File: config.mk
export PLATFORM = sky130hd
export DESIGN_NAME = dpram_frame_reader
export DESIGN_NICKNAME = d
export VERILOG_FILES = /design/src/rtl/dpram_reader_pkg.sv /design/src/rtl/dpram_reader_skid_fifo.sv /design/src/rtl/dpram_frame_reader.sv
export SDC_FILE = /design/constraint.sdc
export NUM_CORES = 1
export LEC_CHECK = 0
export CORE_UTILIZATION = 45
export CTS_CLUSTER_SIZE = 10
export DETAILED_ROUTE_END_ITERATION = 8
export GPL_ROUTABILITY_DRIVEN = 0
export PLACE_DENSITY = 0.72
export SLEW_MARGIN = 15
export SYNTH_ARGS = -nofsm -noshare
export SYNTH_HDL_FRONTEND = slang
export SYNTH_SLANG_ARGS = --single-unit
File: constraint.sdc
create_clock -name clk -period 4.9 [get_ports clk]
set_input_delay 0.98 -clock clk [delete_from_list [all_inputs] [get_ports clk]]
set_output_delay 0.98 -clock clk [all_outputs]
set_load 0.05 [all_outputs]
File: src/rtl/dpram_reader_pkg.sv
// Shared types and build constants for the capture-DPRAM frame reader.
// Define DPRAM_READER_OREG_EN when the RAM has its output register enabled (LAT=2).
package dpram_reader_pkg;

    typedef enum logic [1:0] {IDLE, RUN, DRAIN} state_e;

`ifdef DPRAM_READER_OREG_EN
    localparam int LAT = 2;
`else
    localparam int LAT = 1;
`endif

    function automatic int unsigned depth_of(input int unsigned aw);
        return 32'd1 << aw;
    endfunction

endpackage

File: src/rtl/dpram_reader_skid_fifo.sv
// Small synchronous FIFO that absorbs RAM read latency under stream backpressure.
// The valid flag is a register; data reads as zero whenever the FIFO is empty.
module dpram_reader_skid_fifo #(
    parameter int W     = 11,
    parameter int DEPTH = 4
) (
    input  logic                         clk,
    input  logic                         rst_n,
    input  logic                         flush_i,
    input  logic                         push_i,
    input  logic [W-1:0]                 push_data_i,
    input  logic                         pop_i,
    output logic [$clog2(DEPTH+1)-1:0]   count_o,
    output logic                         valid_o,
    output logic [W-1:0]                 data_o
);
    localparam int PW = $clog2(DEPTH);
    localparam int CW = $clog2(DEPTH+1);

    logic [W-1:0]  mem_q [DEPTH];
    logic [PW-1:0] wr_ptr_q, rd_ptr_q;
    logic [CW-1:0] count_q, count_d;
    logic          valid_q;
    logic          do_push, do_pop;

    function automatic logic [PW-1:0] ptr_inc(input logic [PW-1:0] p);
        return (p == PW'(DEPTH-1)) ? '0 : p + 1'b1;
    endfunction

    assign do_push = push_i && (count_q != CW'(DEPTH));
    assign do_pop  = pop_i && valid_q;

    always_comb begin
        count_d = count_q;
        if (do_push && !do_pop)      count_d = count_q + 1'b1;
        else if (!do_push && do_pop) count_d = count_q - 1'b1;
    end

    always_ff @(posedge clk or negedge rst_n) begin
        if (!rst_n) begin
            wr_ptr_q <= '0;
            rd_ptr_q <= '0;
            count_q  <= '0;
            valid_q  <= 1'b0;
        end else if (flush_i) begin
            wr_ptr_q <= '0;
            rd_ptr_q <= '0;
            count_q  <= '0;
            valid_q  <= 1'b0;
        end else begin
            if (do_push) wr_ptr_q <= ptr_inc(wr_ptr_q);
            if (do_pop)  rd_ptr_q <= ptr_inc(rd_ptr_q);
            count_q <= count_d;
            valid_q <= (count_d != '0);
        end
    end

    always_ff @(posedge clk) begin
        if (do_push && !flush_i) mem_q[wr_ptr_q] <= push_data_i;
    end

    assign count_o = count_q;
    assign valid_o = valid_q;
    assign data_o  = valid_q ? mem_q[rd_ptr_q] : '0;

endmodule

File: src/rtl/dpram_frame_reader.sv
// Circular read engine for the capture DPRAM: issues addresses under FIFO credit
// and streams the returned samples with a last-beat marker. See DPRAM_READER_OREG_EN.
module dpram_frame_reader
    import dpram_reader_pkg::*;
#(
    parameter int ADDR_WIDTH = 13,
    parameter int DATA_WIDTH = 10,
    parameter int FIFO_DEPTH = 4
) (
    input  logic                  clk,
    input  logic                  rst_n,
    input  logic                  start,
    input  logic [ADDR_WIDTH-1:0] start_addr,
    input  logic [ADDR_WIDTH:0]   length,
    input  logic                  abort,
    output logic [ADDR_WIDTH-1:0] ram_addr,
    input  logic [DATA_WIDTH-1:0] ram_rd_data,
    output logic [DATA_WIDTH-1:0] m_data,
    output logic                  m_valid,
    input  logic                  m_ready,
    output logic                  m_last,
    output logic                  busy,
    output logic                  done
);
    localparam int CW = $clog2(FIFO_DEPTH+1);
    localparam logic [ADDR_WIDTH:0] DEPTH = (ADDR_WIDTH+1)'(depth_of(ADDR_WIDTH));

    if (FIFO_DEPTH < LAT + 2) begin : g_depth_chk
        $error("FIFO_DEPTH must be at least LAT + 2");
    end

    state_e                state_q;
    logic [ADDR_WIDTH-1:0] addr_q, ram_addr_q;
    logic [ADDR_WIDTH:0]   rem_q;
    logic                  busy_q, done_q;
    logic [LAT:0]          vld_pipe_q, tag_pipe_q;

    logic [CW-1:0]         fifo_count;
    logic                  fifo_valid;
    logic [DATA_WIDTH:0]   fifo_data;
    logic                  issue, last_acc;
    int                    inflight;

    // Credit counts every read not yet in the FIFO, including the one on ram_addr now.
    always_comb begin
        inflight = 0;
        for (int i = 0; i <= LAT; i++) inflight += int'(vld_pipe_q[i]);
        issue = (state_q == RUN) && (rem_q != '0) && !abort &&
                ((int'(fifo_count) + inflight) < FIFO_DEPTH);
    end

    assign last_acc = fifo_valid && m_ready && fifo_data[DATA_WIDTH];

    always_ff @(posedge clk or negedge rst_n) begin
        if (!rst_n) begin
            state_q    <= IDLE;
            addr_q     <= '0;
            rem_q      <= '0;
            ram_addr_q <= '0;
            busy_q     <= 1'b0;
            done_q     <= 1'b0;
            vld_pipe_q <= '0;
            tag_pipe_q <= '0;
        end else begin
            done_q     <= 1'b0;
            vld_pipe_q <= {vld_pipe_q[LAT-1:0], issue};
            tag_pipe_q <= {tag_pipe_q[LAT-1:0], issue && (rem_q == (ADDR_WIDTH+1)'(1))};
            if (abort) begin
                state_q    <= IDLE;
                busy_q     <= 1'b0;
                rem_q      <= '0;
                vld_pipe_q <= '0;
                tag_pipe_q <= '0;
            end else begin
                unique case (state_q)
                    IDLE: if (start) begin
                        if (length == '0) begin
                            done_q <= 1'b1;
                        end else begin
                            addr_q  <= start_addr;
                            rem_q   <= (length > DEPTH) ? DEPTH : length;
                            busy_q  <= 1'b1;
                            state_q <= RUN;
                        end
                    end
                    RUN: if (issue) begin
                        ram_addr_q <= addr_q;
                        addr_q     <= addr_q + 1'b1;
                        rem_q      <= rem_q - 1'b1;
                        if (rem_q == (ADDR_WIDTH+1)'(1)) state_q <= DRAIN;
                    end
                    DRAIN: if (last_acc) begin
                        state_q <= IDLE;
                        busy_q  <= 1'b0;
                        done_q  <= 1'b1;
                    end
                    default: state_q <= IDLE;
                endcase
            end
        end
    end

    dpram_reader_skid_fifo #(
        .W     (DATA_WIDTH + 1),
        .DEPTH (FIFO_DEPTH)
    ) u_fifo (
        .clk         (clk),
        .rst_n       (rst_n),
        .flush_i     (abort),
        .push_i      (vld_pipe_q[LAT] && !abort),
        .push_data_i ({tag_pipe_q[LAT], ram_rd_data}),
        .pop_i       (m_valid && m_ready),
        .count_o     (fifo_count),
        .valid_o     (fifo_valid),
        .data_o      (fifo_data)
    );

    assign ram_addr = ram_addr_q;
    assign busy     = busy_q;
    assign done     = done_q;
    assign m_valid  = fifo_valid;
    assign m_data   = fifo_data[DATA_WIDTH-1:0];
    assign m_last   = fifo_data[DATA_WIDTH];

endmodule

[Yosys cells after proc, flatten, opt, wreduce, memory -nomap -nowiden]
Memory sizes are Yosys's and may differ from the RTL's.
Cells that the tools add are included.
Operators by class
  add/subtract/negate cells: 8
  muxes and demuxes: 42
  equality and inequality tests: 14
  reductions and logical operators: 29
  order comparisons: 2
  bitwise operators: 1
Operators by type and width (count)
  $mux W14: 5
  $mux W13: 3
  $mux W2: 14
  $pmux W14 S2: 1
  $pmux W13 S2: 1
  $ne A3 B3 Y1 const B: 5
  $eq A14 B1 Y1 const B: 1
  $gt A14 B14 Y1 const B: 1
  $logic_not A14 Y1: 1
  $reduce_bool A14 Y1: 1
  $sub A14 B1 Y14 const B: 1
  $add A13 B1 Y13 const B: 1
  $logic_and A1 B1 Y1: 12
  $mux W1: 11
  $mux W11: 1
  $reduce_and A5 Y1: 2
  $mux W3: 3
  $reduce_bool A3 Y1: 3
  $reduce_and A4 Y1: 2
  $eq A2 B2 Y1 const B: 3
  $ne A2 B2 Y1 const B: 3
  $pmux W2 S3: 1
  $reduce_bool A2 Y1: 3
  $add A2 B1 Y2 const B: 2
  12 further kinds: 15
Word-level totals
  memories kept: 1
  flip-flop bits (word level): 56
  memory bits (writable): 44
  logic and storage cells: 109
  bits of input ports: 42
  output and inout bits: 27
Memory list
  u_fifo.mem_q: depth 4, width 11, rd ports 1, clocked after Yosys merged registers in 0, write ports 1, line dpram_reader_skid_fifo.sv:20  | logic [W-1:0] mem_q [DEPTH];

[Longest topological paths before layout]
Gate-level depths: netlist of the first run.
  depth in word-level cells: 9
  depth in mapped cells: 9
  mapped depth without buffers: 7

[Modules after synthesis]
From an unflattened synthesis of the first run, not the netlist that was laid out.
Unflattened totals
  cells, all modules: 424
  area, all modules: 5052.3 µm²
Modules (own cells, without submodules)
  dpram_frame_reader: cells an instance 300, sequential area each 1201.2 µm², area an instance 2839.0 µm², times used 1
  dpram_reader_skid_fifo: cells an instance 124, sequential area each 1521.5 µm², area an instance 2213.4 µm², times used 1

[Worst setup path after synthesis of the first run]
OpenSTA, ideal clock, no wires.
  path kind: reg2out
  from: register u_fifo.rd_ptr_q[0]
  to: output m_data[1]
  required time: 3.920 ns
  cell stages (with the launch flop): 4
  path buffers: 1
  setup slack: 2.342 ns
  arrival time: 1.578 ns
  path through: dfrtp_1 > buf_2 > mux4_2 > and2_1
On the way
  cells in the longest elaborated chain, start to end: 2
Ends and longest elaborated chain
  from (decl): line dpram_reader_skid_fifo.sv:21  | logic [PW-1:0] wr_ptr_q, rd_ptr_q;
  from (signal assigned): line dpram_reader_skid_fifo.sv:52  | if (do_pop) rd_ptr_q <= ptr_inc(rd_ptr_q);
  $mem_v2 Z4 W11
  $mux W11: line dpram_reader_skid_fifo.sv:64  | assign data_o = valid_q ? mem_q[rd_ptr_q] : '0;
  to (decl): line dpram_frame_reader.sv:18  | output logic [DATA_WIDTH-1:0] m_data,
Every way passes these cells.

[Final worst setup path of the first run]
  from: register u_fifo.rd_ptr_q[0]
  to: output m_last
On the way
  cells in the longest elaborated chain, start to end: 2
Ends and longest elaborated chain
  $mem_v2 Z4 W11
  $mux W11: line dpram_reader_skid_fifo.sv:64
  to (decl): line dpram_frame_reader.sv:21  | output logic m_last,
Every way passes these cells.

==> results of run 1 <==
## area by class of cell
| cell class | count | area (sq um) | area share |
|---|---|---|---|
| Multi-Input combinational cell | 283 | 1986 | 0.3382 |
| Timing Repair Buffer | 74 | 720.7 | 0.1228 |
| Clock inverter | 6 | 83.83 | 0.01428 |
| Tap cell | 136 | 170.2 | 0.02899 |
| Clock buffer | 9 | 123.9 | 0.02110 |
| Inverter | 17 | 63.81 | 0.01087 |
| Sequential cell | 100 | 2723 | 0.4638 |
## per-stage QoR
step,std cells,cell area [sq um],setup WS (ns),util
detailed placement,610,5663,1.597,0.5437
finish,625,5871,1.258,0.5636
CTS,625,5871,1.198,0.5636
global route,625,5871,1.093,0.5636
floorplan,421,4871,2.342,-
global placement,610,5663,1.635,0.5437
## logic make-up (layout without fill, tap and decap cells)
logic type | count (synthesis) | in the layout | share of synthesized area
flip-flops | 100 | 100 | 0.5590
multiplexers | 27 | 27 | 0.08682
AND/OR/NAND/NOR | 130 | 130 | 0.1405
buffers and inverters | 38 | 106 | 0.03339
AO/OA/AOI/OAI | 112 | 112 | 0.1459
XOR/XNOR | 2 | 2 | 0.003597
adder cells (fa/ha/maj) | 12 | 12 | 0.03082
## power by group through the flow
| stage | clock network [W] | registers (W) | logic, W |
|---|---|---|---|
| floorplan | 0 | 0.00132 | 0.000550 |
| global placement | 0 | 0.00117 | 0.00102 |
| detailed placement | 0 | 0.00117 | 0.00103 |
| CTS | 0.000558 | 0.00116 | 0.00103 |
| global route | 0.000592 | 0.00118 | 0.00111 |
| finish | 0.000548 | 0.00115 | 0.00103 |
## cells in the final DEF, fill, tap and decap left out, drive strengths merged, types with 4 or more instances in the layout
master / instances
mux2i: 4
a21oi: 23
nand2: 30
nor2: 22
o311ai: 4
clkbuf: 9
edfxtp: 44
a22oi: 4
buf: 7
ha: 12
nor3: 17
mux2: 12
and3: 9
o22ai: 4
mux4: 11
a31oi: 12
nand3: 11
clkinv: 4
or3: 6
nor4: 7
clkdlybuf4s50: 67
o21ai: 35
dfrtp: 56
inv: 18
and2: 12
o31ai: 7
## cell usage after synthesis (2+ instances only)
cell / count / area (sq um)
o211ai_1: 2 / 15.01
nand4_1: 3 / 18.77
a21boi_1: 2 / 15.01
a31oi_1: 12 / 75.07
o22ai_1: 4 / 25.02
mux2i_1: 4 / 40.04
mux2_2: 11 / 123.9
nor2_1: 22 / 82.58
or3_1: 6 / 37.54
o21ai_0: 34 / 170.2
and3_1: 9 / 56.30
nor4_1: 5 / 31.28
xnor2_1: 2 / 17.52
inv_1: 16 / 60.06
clkbuf_1: 11 / 41.29
nand2_1: 30 / 112.6
nor3_1: 17 / 85.08
a22oi_1: 4 / 30.03
o311ai_0: 4 / 35.03
a21oi_1: 23 / 115.1
o31ai_1: 7 / 52.55
or2_2: 2 / 12.51
a211oi_1: 2 / 15.01
nor3b_1: 3 / 22.52
buf_1: 3 / 11.26
dfrtp_1: 56 / 1401
o2111ai_1: 2 / 17.52
edfxtp_1: 44 / 1321
buf_2: 4 / 20.02
nand3_1: 11 / 55.05
buf_4: 2 / 15.01
and2_1: 12 / 75.07
mux4_2: 11 / 247.7
nor2b_1: 3 / 18.77
a2bb2oi_1: 3 / 26.28
a32oi_1: 3 / 26.28
ha_1: 12 / 150.1
## worst register-to-register path: stages, from the launching register on
cell      delay (ns)
dfrtp_1         0.44
inv_1           0.10
ha_1            0.19
or3b_2          0.53
nor4_4          0.27
o22a_2          0.50
nor2_1          0.21
a311oi_1        0.25
## sequential cells by signal, indices dropped and copies added (netlist names)
register and flops:
state_q 2, u_fifo.rd_ptr_q 2, vld_pipe_q 2, busy 1, u_fifo.valid_o 1, done 1
u_fifo.count_o 3, tag_pipe_q 2, addr_q 13, u_fifo.wr_ptr_q 2, u_fifo.mem_q 44, rem_q 14
ram_addr 13
## how the worst max path moves through the flow
stage                                         from         to  cells past startpoint
global route        u_fifo.rd_ptr_q[0]$_DFFE_PN0P_     m_last                      3
global placement    u_fifo.rd_ptr_q[0]$_DFFE_PN0P_     m_last                      3
floorplan           u_fifo.rd_ptr_q[0]$_DFFE_PN0P_  m_data[1]                      3
finish              u_fifo.rd_ptr_q[0]$_DFFE_PN0P_     m_last                      3
CTS                 u_fifo.rd_ptr_q[0]$_DFFE_PN0P_     m_last                      3
detailed placement  u_fifo.rd_ptr_q[0]$_DFFE_PN0P_     m_last                      3
## per-layer routing
layer  track usage  share of wire  vias to the layer above
li1              -              -                     1721
met1        0.2718           0.45                     1788
met2        0.3133           0.49                      156
met3       0.03372          0.058                       11
met4       0.05357          0.011                        0
met5             0              0                        -
==> metrics, run 1 <==
CP arrival=2.66 ns; Min Hold Slack=0.4696 ns; sequential-to-total area share from yosys stat=0.5590; status=finished clean; Clk pwr share=0.201; total track usage=0.1943; Post-DRT Antenna Nets=0; Avg Synthesized Cell Area=around 12 sq um; cts repair resizes=0; Die ar.=0.01124 sq mm; worst min-delay path class=reg2reg; switching share of power=0.3932; worst r2r src=rem_q[0]$_DFFE_PN0P_; mapped cell area=0.004871 sq mm; RSZ-0062 raised after global routing=no; hold_sp=tag_pipe_q[0]$_DFF_PN0_; DRT Wirelength=10.50 mm; Psw=0.001074 W; P&R area growth vs syn=20.52%; Reg power frac=0.422; Max Freq=around 270 MHz; WP data required=3.92 ns; Syn Inst Count=421; final hold violation count=0; critical path launch point type=flop; Worst path max stage delay=0.82 ns; Core ar.=0.01042 sq mm; Hold Path Sink=tag_pipe_q[1]$_DFF_PN0_; Critical Path End Type=output pin; Ant. Diodes=0; Ports=between 60 and 70; asr flop ratio synth=0.5600; first-pass GRT wire length=~17 mm; worst r2r path cells=7; Logic pwr share=0.377; Max-Cap Viols=0; Setup Fix Bufs, Post-CTS=0; CP cell instances=mux4_2 > and2_1 > clkdlybuf4s50_1; relative slew slack=0.3515; CP top delay family=flip-flops; #FFs+latches synth=100; Sink Count=100; total negative setup slack=0 ns; Post-route DRC=0; total gr overflow=0; Nets=539; LEAKAGE=2.231 nW; Setup Viol. Count Final=0; Synth Flop Type=dfrtp_1; IO buf count=68; H-tree Lvls=3; worst-path fanout max=14; site row count=37; DR WL/cell=16.80 um; Max Clock Skew=between 0.01 and 0.015 ns; TritonCTS Buffers=9; Clk Latency, worst-skew pair=0.36 ns; slack of the worst reg-to-reg path=2.30 ns; CTS tree=yes; synthesized netlist net count=475; worst path bufs/invs=1; largest net degree at the start of global routing=between 50 and 60; reg-to-reg endpoint=rem_q[9]$_DFFE_PN0P_; vias in the first global route=3449; Final Power=approximately 0.0027 W; layout cells sized above 1=0.1063; Post-synth EDFFs=44; Initial Util=0.4676; post-layout min period=~3.6 ns; drt via density=5.882; Final Max Tran Viols=0; P per Cell Area=465.5 mW/mm^2; HPWL Detailed=roughly 7.2 mm; fill count=875; CTS Buffer Depth=2; slowest CP cell=dfrtp_1; initial antenna violation count=0; die height=106.0 um; routed via count=3676; chip width=106.0 um; WHS Path Cells=1; CTS Root Buffer Type=clkbuf_8; drt pass-1 iters=5; Int Power=~0.0017 W; maximum vdd drop=308.8 uV; Yosys cell types=57; Slew @ Worst Pin=a little under 1 ns; CTS clk-pin slew, worst paths=0.10 ns; initial DRC count=between 200 and 250; CP Class=reg2out; period utilization=0.7432; YS warnings=0; hold-fix buffers at CTS=0
Power figures use the tool's default switching activity.
==> run 2: changes to the inputs <==
--- a/config.mk
+++ b/config.mk
@@ -9,7 +9,7 @@
 export CTS_CLUSTER_SIZE = 10
 export DETAILED_ROUTE_END_ITERATION = 8
 export GPL_ROUTABILITY_DRIVEN = 0
-export PLACE_DENSITY = 0.72
+export PLACE_DENSITY = 0.74
 export SLEW_MARGIN = 15
 export SYNTH_ARGS = -nofsm -noshare
 export SYNTH_HDL_FRONTEND = slang
==> constraint.sdc (replaced) <==
create_clock -name clk -period 3.01 [get_ports clk]
set_input_delay 0.602 -clock clk [delete_from_list [all_inputs] [get_ports clk]]
set_output_delay 0.602 -clock clk [all_outputs]
set_load 0.05 [all_outputs]
==> metrics, run 2 (synthesis gave the netlist of run 1 again) <==
critical path launch point type=flop (unchanged); site row count=37 (unchanged); first-pass GRT wire length=17.73 mm (was 17.26 mm); H-tree Lvls=3 (unchanged); Slew @ Worst Pin=0.7665 ns (was 0.9639 ns); Max Clock Skew=0.02059 ns (was 0.01448 ns); WP data required=2.41 ns (was 3.92 ns); Final Max Tran Viols=0 (unchanged); CP cell instances=mux4_2 > and2_1 > clkdlybuf4s50_1 (unchanged); Max Freq=about 340 MHz; Clk Latency, worst-skew pair=0.37 ns (was 0.36 ns); relative slew slack=0.4890 (was 0.3515); hold-fix buffers at CTS=0 (unchanged); Sink Count=100 (unchanged); Post-DRT Antenna Nets=0 (unchanged); IO buf count=68 (unchanged); layout cells sized above 1=0.1290 (was 0.1063); vias in the first global route=3508 (was 3449); worst r2r path cells=7 (unchanged); total track usage=0.2035 (was 0.1943); Final Non-Filler Cells=632 (was 625); routed via count=3746 (was 3676); CTS clk-pin slew, worst paths=0.11 ns (was 0.10 ns); CTS Root Buffer Type=clkbuf_8 (unchanged); Ant. Diodes=0 (unchanged); Ports=69 (unchanged); worst min-delay path class=in2async (was reg2reg); fill count=883 (was 875); maximum vdd drop=463.2 uV (was 308.8 uV); reg-to-reg endpoint=rem_q[9]$_DFFE_PN0P_ (unchanged); largest reg by FF count=u_fifo.mem_q (unchanged); largest net degree at the start of global routing=26 (was 57); CTS Buffer Depth=2 (unchanged); most frequent cells in the layout=clkdlybuf4s50_1, dfrtp_1, edfxtp_1 (unchanged); Core ar.=0.01042 sq mm (unchanged); cell area after layout=0.005916 sq mm (was 0.005871 sq mm); slack of the worst reg-to-reg path=0.37 ns (was 2.30 ns); TritonCTS Buffers=9 (unchanged); total gr overflow=0 (unchanged); Setup Fix Bufs, Post-CTS=0 (unchanged); most common cell after layout, fill and taps aside=clkdlybuf4s50_1 (unchanged); LEAKAGE=2.304 nW (was 2.231 nW); placed cell area=0.005693 sq mm (was 0.005663 sq mm); Post-route DRC=0 (unchanged); Initial Util=0.4676 (unchanged); CP Class=reg2out (unchanged); CTS tree=yes (unchanged); post-layout min period=2.908 ns; sequential cell area=0.002724 sq mm (was 0.002723 sq mm); worst-path fanout max=9 (was 14); period utilization=0.9663; drt via density=5.927 (was 5.882); P per Cell Area=763.8 mW/mm^2 (was 465.5 mW/mm^2); Critical Path End Type=output pin (unchanged); Setup Viol. Count Final=0 (unchanged); HPWL Detailed=7.849 mm (was 7.198 mm); DRT Wirelength=11.14 mm (was 10.50 mm); chip width=106.0 um (unchanged); total negative setup slack=0 ns (unchanged); status=finished clean (unchanged); initial DRC count=221 (was 227); RSZ-0062 raised after global routing=no (unchanged); drt pass-1 iters=6 (was 5); P&R area growth vs syn=21.45% (was 20.52%); initial antenna violation count=0 (unchanged); die height=106.0 um (unchanged); Worst path max stage delay=0.69 ns (was 0.82 ns); DR WL/cell=17.62 um (was 16.80 um); area occupied by multi-input gates=0.001986 sq mm (unchanged); Min Hold Slack=0.1924 ns (was 0.4696 ns); post-placement cell count=616 (was 610); CP arrival=2.31 ns (was 2.66 ns); max reg flops=44 (unchanged); final hold violation count=0 (unchanged); Largest regs=u_fifo.mem_q x44, rem_q x14 (unchanged); Max-Cap Viols=0 (unchanged); worst r2r src=rem_q[0]$_DFFE_PN0P_ (unchanged); Nets=545 (was 539); slowest CP cell=clkdlybuf4s50_1 (was dfrtp_1); Die ar.=0.01124 sq mm (unchanged)
run 2: worst max path at each step:
stage / to / start / slack (ns) / cells past startpoint
after floorplan: ram_addr[10]$_DFFE_PN0P_ / rem_q[0]$_DFFE_PN0P_ / 0.77 / 8
after detailed placement: addr_q[0]$_DFFE_PN0P_ / length[13] / 0.16 / 6
final: m_data[8] / u_fifo.rd_ptr_q[0]$_DFFE_PN0P_ / 0.10 / 3
after CTS: m_data[5] / u_fifo.rd_ptr_q[0]$_DFFE_PN0P_ / 0.03 / 3
after global placement: rem_q[9]$_DFFE_PN0P_ / length[0] / 0.23 / 6
after global routing: m_data[4] / u_fifo.rd_ptr_q[0]$_DFFE_PN0P_ / 0.02 / 3
run 2: where the power goes:
group	switching (W)	internal, W	total (W)
combinational	0.00104	0.000670	0.00171
sequential	0.000234	0.00164	0.00187
clock	0.000456	0.000475	0.000932
run 2: layer usage:
layer | GRT usage | up-vias | routed length, um
met1 | 0.2746 | 1833 | 4791
met2 | 0.3399 | 164 | 5517
met3 | 0.04231 | 6 | 747
met4 | 0.04464 | 0 | 81
li1 | - | 1743 | -
met5 | 0 | - | 0
run 2: repair_timing:
| action | 4_1_cts | 5_1_grt |
|---|---|---|
| hold endpoints to repair | 0 | 0 |
| pin swaps | 0 | 0 |
| gates resized for setup | 1 | 2 |
| setup endpoints to repair | 5 | 2 |
| cloned | 0 | 0 |
run 2: layout make-up:
cell class	count	share of cell area
clock buffer	11	0.02221
clock inverter	5	0.01438
inverter	17	0.01079
multi-input combinational	283	0.3357
sequential	100	0.4604
tap	136	0.02876
timing repair buffer	80	0.1277
run 2: critical path: cells and delay by family (launching register included):
kind	cells	cell delay, ns
flops	1	0.55
mux	1	0.55
buf+inv	1	0.69
simple gates	1	0.17
run 2: per-stage QoR:
step                power (W)    util  worst slack [ns]
floorplan            0.003038       -            0.7706
global placement     0.003575  0.5465            0.2304
detailed placement   0.003611  0.5465            0.1592
CTS                  0.004540  0.5674           0.02859
global route         0.004742  0.5679           0.02206
finish               0.004519  0.5679            0.1015
==> run 3: changes to the inputs <==
--- a/config.mk
+++ b/config.mk
@@ -6,6 +6,7 @@
 export NUM_CORES = 1
 export LEC_CHECK = 0
 export CORE_UTILIZATION = 45
+export CTS_BUF_LIST = sky130_fd_sc_hd__clkbuf_4 sky130_fd_sc_hd__clkbuf_8
 export CTS_CLUSTER_SIZE = 10
 export DETAILED_ROUTE_END_ITERATION = 8
 export GPL_ROUTABILITY_DRIVEN = 0
==> metrics, run 3 (synthesis gave the netlist of run 1 again) <==
status=finished clean (unchanged); worst r2r src=rem_q[0]$_DFFE_PN0P_ (unchanged); hold-fix buffers at CTS=0 (unchanged); Sink Count=100 (unchanged); worst min-delay path class=in2async (unchanged); CP arrival=2.30 ns (was 2.31 ns); CTS Root Buffer Type=clkbuf_8 (unchanged); Setup crit end=m_data[8] (unchanged); HPWL Detailed=7.849 mm (unchanged); relative slew slack=0.4717 (was 0.4890); WP data required=2.41 ns (about the same); chip width=106.0 um (unchanged); DRT Wirelength=11.15 mm (was 11.14 mm); worst path bufs/invs=1 (unchanged); period utilization=0.9643 (was 0.9663); most frequent cells in the layout=clkdlybuf4s50_1, dfrtp_1, edfxtp_1 (unchanged); CTS Buffer Depth=2 (unchanged); Max Freq=344.5 MHz (was 343.8 MHz); die height=106.0 um (unchanged); Worst path depth=3 (unchanged); CTS clk-pin slew, worst paths=0.10 ns (was 0.11 ns); CP Class=reg2out (unchanged); total negative setup slack=0 ns (unchanged); LEAKAGE=2.311 nW (was 2.304 nW); worst r2r path cells=7 (unchanged); Slew @ Worst Pin=0.7925 ns (was 0.7665 ns); CP top delay family=buffers and inverters (unchanged); slowest CP cell=clkdlybuf4s50_1 (unchanged); drt pass-1 iters=5 (was 6); largest reg by FF count=u_fifo.mem_q (unchanged); most common cell after layout, fill and taps aside=clkdlybuf4s50_1 (unchanged); CP cell instances=mux4_2 > and2_1 > clkdlybuf4s50_1 (unchanged); max reg flops=44 (unchanged); first-pass GRT wire length=17.77 mm (was 17.73 mm); IO buf count=68 (unchanged); largest net degree at the start of global routing=26 (unchanged); Nets=545 (unchanged); Max Clock Skew=0.01680 ns (was 0.02059 ns); TritonCTS Buffers=9 (unchanged); critical path launch point type=flop (unchanged); Final Max Tran Viols=0 (unchanged); Post-route DRC=0 (unchanged); P per Cell Area=765.2 mW/mm^2 (was 763.8 mW/mm^2); Largest regs=u_fifo.mem_q x44, rem_q x14 (unchanged); CP startpoint=u_fifo.rd_ptr_q[0]$_DFFE_PN0P_ (unchanged); Die ar.=0.01124 sq mm (unchanged); routed via count=3749 (was 3746); drt via density=5.932 (was 5.927); Worst path max stage delay=0.69 ns (about the same); RSZ-0062 raised after global routing=no (unchanged); H-tree Lvls=3 (unchanged); initial DRC count=232 (was 221); layout cells sized above 1=0.1331 (was 0.1290); maximum vdd drop=463.6 uV (was 463.2 uV); final hold violation count=0 (unchanged); Initial Util=0.4676 (unchanged); reg-to-reg endpoint=rem_q[9]$_DFFE_PN0P_ (unchanged); CTS tree=yes (unchanged); vias in the first global route=3509 (was 3508); slack of the worst reg-to-reg path=0.37 ns (about the same); site row count=37 (unchanged); Core ar.=0.01042 sq mm (unchanged); Final Non-Filler Cells=632 (unchanged); Final Core Density=0.5686 (was 0.5679); Critical Path End Type=output pin (unchanged); initial antenna violation count=0 (unchanged); Ports=69 (unchanged); Setup Viol. Count Final=0 (unchanged); P&R area growth vs syn=21.60% (was 21.45%); Max-Cap Viols=0 (unchanged); total gr overflow=0 (unchanged); DR WL/cell=17.64 um (was 17.62 um); Setup Fix Bufs, Post-CTS=0 (unchanged); post-layout min period=2.903 ns (was 2.908 ns); Post-DRT Antenna Nets=0 (unchanged); Ant. Diodes=0 (unchanged); total track usage=0.2038 (was 0.2035); worst-path fanout max=9 (unchanged); Clk Latency, worst-skew pair=0.36 ns (was 0.37 ns); post-placement cell count=616 (unchanged)
run 3: worst register-to-register path: stages, from the launching register on:
cell      delay [ns]
dfrtp_1         0.45
inv_1           0.11
ha_1            0.22
or3b_2          0.53
nor4_4          0.27
o22a_2          0.48
nor2_1          0.20
a311oi_1        0.28
run 3: repair_timing:
action | 4_1_cts | 5_1_grt
endpoints found under the setup margin | 5 | 2
hold endpoints to repair | 0 | 0
gates resized for setup | 1 | 2
cloned | 0 | 0
run 3: layout make-up:
type / instances / area, sq um
multi-input cells: 283 / 1986
flip-flops and latches: 100 / 2724
repair buffers: 80 / 755.7
inverters: 17 / 63.81
clock buffers: 11 / 138.9
fillers: 882 / 4493
well taps: 136 / 170.2
clock inverters: 5 / 85.08
run 3: where the power goes:
part	switching [W]	internal, W	leakage [nW]
clock	0.000449	0.000493	0.116
combinational	0.00105	0.000670	1.08
sequential	0.000235	0.00164	1.11
total	0.00173	0.00280	2.31
run 3: worst min-delay path by stage:
stage,startpoint,to,depth (start not counted)
6_report,rst_n,ram_addr[2]$_DFFE_PN0P_,1
5_1_grt,rst_n,ram_addr[2]$_DFFE_PN0P_,1
4_1_cts,rst_n,ram_addr[2]$_DFFE_PN0P_,1
3_3_place_gp,tag_pipe_q[0]$_DFF_PN0_,tag_pipe_q[1]$_DFF_PN0_,1
3_5_place_dp,tag_pipe_q[0]$_DFF_PN0_,tag_pipe_q[1]$_DFF_PN0_,1
2_1_floorplan,rst_n,addr_q[0]$_DFFE_PN0P_,0
run 3: per-stage QoR:
stage	instance area, sq um	hold slack (ns)	worst slack [ns]	power (W)
after CTS	5918	0.1984	0.02935	0.004558
after floorplan	4871	0.3064	0.7706	0.003038
final	5923	0.2043	0.1073	0.004532
after global routing	5923	0.2316	0.02374	0.004756
after global placement	5693	0.4422	0.2304	0.003575
after detailed placement	5693	0.4612	0.1592	0.003611
run 3: metal layers:
metal  vias up  track usage  part of all wire
met5         -            0                 0
met4         0      0.05357            0.0066
met3         8      0.03679             0.073
met2       192       0.3408              0.50
met1      1813       0.2746              0.41
li1       1736            -                 -
==> RTL change (config.mk and constraints of run 3) <==
Re-encode `state_e` (3 states) as one-hot, 3 bits wide.
--- a/src/rtl/dpram_reader_pkg.sv
+++ b/src/rtl/dpram_reader_pkg.sv
@@ -3,5 +3,5 @@
 package dpram_reader_pkg;
 
-    typedef enum logic [1:0] {IDLE, RUN, DRAIN} state_e;
+    typedef enum logic [2:0] {IDLE = 3'b001, RUN = 3'b010, DRAIN = 3'b100} state_e;
 
 `ifdef DPRAM_READER_OREG_EN
Function: same outputs for any inputs over 4 cycles, from zero or initial values and one cycle with rst_n low; so few cycles prove little.
==> RTL change against run 3 <==
Worst setup slack better by 0.44 ns. Area after synthesis is 1.4% higher. Register-to-register slack better by 0.34 ns. Cell area is 1.3% higher. Routed wire length is 6.1% lower. Sequential power is 6% lower. Total power is 12% lower. Sequential cell count is 1 higher. Synthesized cell count is 2.4% lower.
==> RTL change: results <==
set metrics [dict create \
    synth_warnings 0 \
    fin_nets 541 \
    dpl.hpwl_um 7240 \
    dp.cells 612 \
    seq_area_frac_synth_pct 55.7 \
    cts_setup_buffers 0 \
    dr.pass1.iters 4 \
    routed_via_density 5.81 \
    ir_worst_vdd_mv 0.421 \
    critPathMaxFanout 14 \
    p_leak_nw 2.35 \
    clk_pin_slew_ns 0.11 \
    grt_pass1_wl_um 17600 \
    ys_top_cells_by_count "dfrtp_1, edfxtp_1, nor2_1" \
    numCtsBuffers 9 \
    antenna_found_initial 0 \
    cts_buffer_depth 2 \
    drt_iter0_drc 173 \
    dpl-instance-area_um2 5800 \
    stdcell_count 628 \
    outcome "complete, no violations" \
    drive_gt1_share_pct 16.9 \
    grt_max_degree 32 \
    track_usage_pct 19.6 \
    cp_data_required_time_ns 2.41 \
    synth_cell_types 61 \
    synthTopCellsByArea "dfrtp_1, edfxtp_1, mux4_2" \
    clock_latency_ns 0.38 \
    fillers 907 \
    grt_pass1_vias 3638 \
    synth_nets 465 \
    worst_clock_skew_ns 0.0235 \
    cts_resized 0 \
    hold_path_class "input pin to asynchronous set/reset pin" \
    dp_slack_ns 0.260 \
    wl_per_cell_um 16.7 \
    reg.largest.list "u_fifo.mem_q (44), rem_q (14)" \
    synth_ff_type "dfrtp_1" \
    port_buffers 68 \
    async_flop_share_pct 56.4 \
    syn_inst 411 \
    relSlewSlack_pct 57.7 \
]
RTL change: worst paths after layout:
kind / slack (ns) / cells past startpoint / from / to
max reg2reg: 0.71 / 8 / rem_q[0] / addr_q[0]
max: 0.55 / 4 / u_fifo.rd_ptr_q[0] / m_last
max in group asynchronous: 2.18 / 2 / rst_n / rem_q[10]
min: 0.23 / 1 / rst_n / rem_q[0]
min in group clk: 0.47 / 1 / tag_pipe_q[0] / tag_pipe_q[1]
min reg2reg: 0.47 / 1 / tag_pipe_q[0] / tag_pipe_q[1]
RTL change: cell type report:
class,instances,area [um2],area share (%)
inverter,12,45.0,0.751
tap,136,170,2.84
timing repair buffer,83,773,12.9
clock inverter,7,78.8,1.31
sequential,101,2750,45.8
clock buffer,9,124,2.06
multi-input combinational,280,2060,34.3
RTL change: kinds of logic after synthesis:
family / synth area share (%)
xor+xnor: 0.532
simple gates: 15.1
fa+ha+maj: 3.04
mux: 7.96
compound gates: 15.0
flops: 55.7
buf+inv: 2.71
RTL change: per-layer routing:
metal	global-route usage (%)	routed length, um
met3	3.59	573
met5	0	0
met1	26.1	4680
met4	7.44	187
met2	31.9	5030
RTL change: critical path: stages, from the launching register on:
cell and delay (ns):
dfrtp_1 0.33, buf_4 0.25, mux4_2 0.54, and2_1 0.18, buf_4 0.19
RTL change: report_power, final:
group	leakage, nW	internal (mW)	switching, mW	total [mW]
logic	1.13	0.539	0.842	1.38
clock network	0.104	0.335	0.529	0.865
registers	1.12	1.60	0.152	1.75
total	2.35	2.47	1.52	3.99
